### src/rtl/mem_port_arbiter.sv
// Arbiter sharing one single-port unified memory between instruction fetch and data access.
// The data port wins by default; a starvation counter forces a fetch grant after STARVE_LIMIT data grants.
module mem_port_arbiter #(
    parameter int STARVE_LIMIT = 4,
    parameter int TIMEOUT      = 16
) (
    input  logic        clk,
    input  logic        reset,
    input  logic        if_req,
    input  logic [31:0] if_addr,
    output logic [31:0] if_rdata,
    output logic        if_ack,
    input  logic        dm_req,
    input  logic        dm_we,
    input  logic [31:0] dm_addr,
    input  logic [31:0] dm_wdata,
    output logic [31:0] dm_rdata,
    output logic        dm_ack,
    output logic        mem_req,
    output logic        mem_we,
    output logic [31:0] mem_addr,
    output logic [31:0] mem_wdata,
    input  logic [31:0] mem_rdata,
    input  logic        mem_ready,
    output logic        err,
    output logic        stall
);
    localparam logic [1:0] ST_IDLE      = 2'd0;
    localparam logic [1:0] ST_ACCESS_IF = 2'd1;
    localparam logic [1:0] ST_ACCESS_DM = 2'd2;
    localparam logic [1:0] ST_RESP      = 2'd3;

    localparam int CNT_W   = (STARVE_LIMIT < 1) ? 1 : $clog2(STARVE_LIMIT + 1);
    localparam int TMR_W   = (TIMEOUT < 2) ? 1 : $clog2(TIMEOUT);
    localparam int PORT_IF = 0;
    localparam int PORT_DM = 1;

    logic [1:0]       state_reg, state_next;
    logic [CNT_W-1:0] starve_cnt_reg, starve_cnt_next;
    logic [TMR_W-1:0] timer_reg, timer_next;
    logic             mem_req_reg, mem_req_next;
    logic             mem_we_reg, mem_we_next;
    logic [31:0]      mem_addr_reg, mem_addr_next;
    logic [31:0]      mem_wdata_reg, mem_wdata_next;
    logic             err_reg, err_next;

    logic starved;
    logic grant_dm;
    logic grant_if;
    logic timed_out;

    // A waiting fetch that has already seen STARVE_LIMIT data grants takes the slot.
    assign starved   = if_req && (starve_cnt_reg == CNT_W'(STARVE_LIMIT));
    assign grant_dm  = dm_req && !starved;
    assign grant_if  = if_req && !grant_dm;
    assign timed_out = (timer_reg == TMR_W'(TIMEOUT - 1));

    always_comb begin
        state_next      = state_reg;
        starve_cnt_next = starve_cnt_reg;
        timer_next      = timer_reg;
        mem_req_next    = mem_req_reg;
        mem_we_next     = mem_we_reg;
        mem_addr_next   = mem_addr_reg;
        mem_wdata_next  = mem_wdata_reg;
        err_next        = 1'b0;
        case (state_reg)
            ST_IDLE: begin
                if (grant_dm) begin
                    state_next     = ST_ACCESS_DM;
                    mem_req_next   = 1'b1;
                    mem_we_next    = dm_we;
                    mem_addr_next  = dm_addr;
                    mem_wdata_next = dm_wdata;
                    timer_next     = '0;
                    if (!if_req)
                        starve_cnt_next = '0;
                    else if (starve_cnt_reg != CNT_W'(STARVE_LIMIT))
                        starve_cnt_next = starve_cnt_reg + 1'b1;
                end else if (grant_if) begin
                    state_next      = ST_ACCESS_IF;
                    mem_req_next    = 1'b1;
                    mem_we_next     = 1'b0;
                    mem_addr_next   = if_addr;
                    mem_wdata_next  = '0;
                    timer_next      = '0;
                    starve_cnt_next = '0;
                end
            end
            ST_ACCESS_IF, ST_ACCESS_DM: begin
                // A ready arriving in the expiry cycle still counts as success.
                if (mem_ready || timed_out) begin
                    state_next   = ST_RESP;
                    mem_req_next = 1'b0;
                    err_next     = !mem_ready;
                end else begin
                    timer_next = timer_reg + 1'b1;
                end
            end
            ST_RESP: state_next = ST_IDLE;
            default: state_next = ST_IDLE;
        endcase
    end

    always_ff @(posedge clk) begin
        if (reset) begin
            state_reg      <= ST_IDLE;
            starve_cnt_reg <= '0;
            timer_reg      <= '0;
            mem_req_reg    <= 1'b0;
            mem_we_reg     <= 1'b0;
            mem_addr_reg   <= '0;
            mem_wdata_reg  <= '0;
            err_reg        <= 1'b0;
        end else begin
            state_reg      <= state_next;
            starve_cnt_reg <= starve_cnt_next;
            timer_reg      <= timer_next;
            mem_req_reg    <= mem_req_next;
            mem_we_reg     <= mem_we_next;
            mem_addr_reg   <= mem_addr_next;
            mem_wdata_reg  <= mem_wdata_next;
            err_reg        <= err_next;
        end
    end

    // Per-requester completion: ack pulse and read data owned by whichever port holds the transfer.
    genvar gi;
    generate
        for (gi = 0; gi < 2; gi++) begin : g_port
            localparam logic [1:0] ACC_ST = (gi == PORT_DM) ? ST_ACCESS_DM : ST_ACCESS_IF;
            logic        done;
            logic        ack_reg;
            logic [31:0] rdata_reg;

            assign done = (state_reg == ACC_ST) && (mem_ready || timed_out);

            always_ff @(posedge clk) begin
                if (reset) begin
                    ack_reg   <= 1'b0;
                    rdata_reg <= '0;
                end else begin
                    ack_reg <= done;
                    if (done)
                        rdata_reg <= (mem_ready && !mem_we_reg) ? mem_rdata : '0;
                end
            end
        end
    endgenerate

    assign if_ack    = g_port[PORT_IF].ack_reg;
    assign if_rdata  = g_port[PORT_IF].rdata_reg;
    assign dm_ack    = g_port[PORT_DM].ack_reg;
    assign dm_rdata  = g_port[PORT_DM].rdata_reg;
    assign mem_req   = mem_req_reg;
    assign mem_we    = mem_we_reg;
    assign mem_addr  = mem_addr_reg;
    assign mem_wdata = mem_wdata_reg;
    assign err       = err_reg;
    assign stall     = (if_req && !if_ack) || (dm_req && !dm_ack);

endmodule

### config.mk
export PLATFORM = sky130hd
export DESIGN_NAME = mem_port_arbiter
export DESIGN_NICKNAME = d
export VERILOG_FILES = /design/src/rtl/mem_port_arbiter.sv
export SDC_FILE = /design/constraint.sdc
export NUM_CORES = 1
export LEC_CHECK = 0
export ABC_CLOCK_PERIOD_IN_PS = 3650
export BUFFER_PORTS_ARGS = -buffer_cell sky130_fd_sc_hd__clkbuf_2
export CAP_MARGIN = 20
export CORE_MARGIN = 5
export CORE_UTILIZATION = 51
export DETAILED_ROUTE_END_ITERATION = 16
export PLACE_DENSITY = 0.85
export SYNTH_ARGS = -nofsm -noshare
export SYNTH_HDL_FRONTEND = slang
export SYNTH_SLANG_ARGS = --single-unit
### constraint.sdc
create_clock -name clk -period 3.65 [get_ports clk]
set_input_delay 1.095 -clock clk [delete_from_list [all_inputs] [get_ports clk]]
set_output_delay 1.095 -clock clk [all_outputs]
set_load 0.1 [all_outputs]
==> run summary <==
grt total ovfl - 0
routability cong. - 0.815
final setup vio count - 0
DRC Markers - 0
Post-CTS Setup Inserts - 0
most common cell in the netlist - dfxtp_1
routed vias - 6382
chip height - 120 µm
final setup TNS - 0 ns
Synth Area in XOR/XNOR - 0%
CTS H-tree depth - 4
final hold slack - 0.446 ns
Net count, final - 1080
mapped cell area - 6120 µm²
overall routing resource usage - 25.0%
CP Class - input pin to output pin
Buf+Inv Stages, Crit Path - 3
routed vias/inst - 5.81
Root Buffer - clkbuf_16
flops & latches, synth - 142
global-route wire length before repair - 29.2 mm
max-cap check violation count - 0
RSZ-0062 raised after global routing - no
syn_nets - 861
Die ar. - 14300 µm²
per-cell routed wire length - 16.9 µm
Worst Path Max Fanout - 11
Top Family by Delay on Critical Path - buffers and inverters
I/O Pins - 268
relative slew slack - 38.6%
Max clock buf depth - 2
final core occ - 66.4%
share of layout cells above drive strength 1 - 37.8%
clock buffer count from CTS - 17
placed instance area - 7320 µm²
combinational family with the most area after synthesis - compound AO/OA/AOI/OAI gates
commonest cells in the netlist - 142 x dfxtp_1, 105 x nand2_1, 98 x nand4_1
Synth Warn # - 0
fraction of registers with async set/reset - 0%
Leakage - 3.45 nW
EDFF count, synth - 0
fin crit period - 2.99 ns
post-synth top area cell - dfxtp_1
mean post-synth cell area - 8.50 µm²
clock slew at reported path FFs - 0.05 ns
Die W - 120 µm
CTS sink count - 142
row cnt - 40
vias in the first global route - 5850
DRT iter0 DRCs - 652
PwrDens - 815 nW/µm²
top post-synthesis cells by area - dfxtp_1 46%, nand4_1 10%, nand2_1 6.4%
area share of the largest cell type after synthesis - 46.5%
post-route cell area - 7910 µm²
min-delay worst type - flip-flop to flip-flop
status - finished clean
Critical Path, Cell by Cell - clkbuf_2 > inv_1 > o22ai_2 > buf_12
Port Buf Inserts - 267
hpwl dp - 12.4 mm
Crit. End Element - output pin
post-synthesis mux area share - 0.491%
Hold Fails Final Rpt - 0
Compound-Gate Fraction of Synth Area - 21.9%
post-route setup slack - 0.663 ns
Post-Synth Adder-Cell Area - 1.43%
max incr delay on CP - 0.25 ns
CP required - 2.55 ns
sequential share of the synthesized area - 46.5%
Routed Antenna Nets - 0
startpoint types - input pin
initial antenna violation count - 0
Slew @ Worst Pin - 0.917 ns
CTS Hold Buffers Added - 0
pre-CTS WS - 0.675 ns
Worst EP arrival - 1.89 ns
Slew Limit Fails - 0
Synth Flop Type - dfxtp_1
post-cts resize count - 0
Max IR drop VDD - 0.000621 V
largest net degree at the start of global routing - 76
slowest CP cell - clkbuf_2
Synth Instances - 720
antenna diode count - 0
clk_skew - 0.0102 ns
drt total wl - 18.6 mm
Initial Util - 51.4%
Area growth syn-to-layout - 29.2%
router iterations before antenna repair - 8
Achievable Freq - 335 MHz
post-synthesis cell type count - 38
simple-gate share of the synthesized area - 21.6%
CTS tree - built
Core ar. - 11900 µm²
final period utilization - 81.8%
clk_lat worst skew - 0.42 ns
[report_power, final]
part	switching (W)	internal (W)
Clock	0.000654	0.00107
Sequential	0.000127	0.00179
Combinational	0.00234	0.000467
Total	0.00312	0.00332
[per-layer routing]
metal / wire length [µm] / track usage (%) / up-vias / part of all wire (%)
met5: 0 / 0 / - / 0
met4: 473 / 10.5 / 0 / 2.5
met3: 1660 / 7.96 / 35 / 8.9
met2: 9060 / 41.2 / 298 / 49
met1: 7410 / 30.2 / 2972 / 40
li1: - / - / 3077 / -
[through the flow]
| stage | total power [W] | cells |
|---|---|---|
| floorplan | 0.00430 | 720 |
| global placement | 0.00471 | 1067 |
| detailed placement | 0.00474 | 1067 |
| CTS | 0.00647 | 1099 |
| global route | 0.00671 | 1099 |
| finish | 0.00645 | 1099 |
[cell families (layout without fill, tap and decap cells)]
group	after synthesis	in the layout
mux	3	3
flops	142	142
simple gates	258	258
compound gates	218	218
buf+inv	92	324
fa+ha+maj	7	7
[tightest hold or removal path, cell delays in order (launching register included)]
cell	delay (ns)
dfxtp_1	0.31
nand2_1	0.05
o21ai_1	0.05
[worst paths after layout]
path	slack, ns	cells after the start	end	startpoint
setup / recovery	0.66	4	stall	if_req
hold / removal	0.45	2	dm_rdata[5]	dm_rdata[5]
setup reg to reg	1.42	6	mem_addr[29]	state_reg[1]
hold reg to reg	0.45	2	dm_rdata[5]	dm_rdata[5]
[cells in the final DEF, fill, tap and decap left out, types with 2 or more instances in the layout]
master and n:
buf_4 15, nand4_1 98, nand3_1 35, a31oi_1 36, nor3b_1 2, ha_1 7, a21oi_1 37, clkinv_2 4
clkbuf_16 17, clkinvlp_4 2, bufinv_16 3, o21ai_0 71, clkbuf_1 4, clkbuf_2 266, nor2_1 2, and3_1 5
o21ai_2 40, o21ai_1 20, mux2i_1 3, clkinv_4 2, inv_1 9, nand2_1 105, and2_4 2, o211ai_1 4
dfxtp_1 142, nor2b_1 2
[cell type report]
type | instances | area, µm²
Sequential cell | 142 | 2840
Inverter | 10 | 37.5
Multi-Input combinational cell | 486 | 2800
Fill cell | 1004 | 4010
Tap cell | 147 | 184
Clock buffer | 21 | 440
Clock inverter | 11 | 143
Timing Repair Buffer | 282 | 1460
No activity file was read; power rests on OpenSTA's default activity.
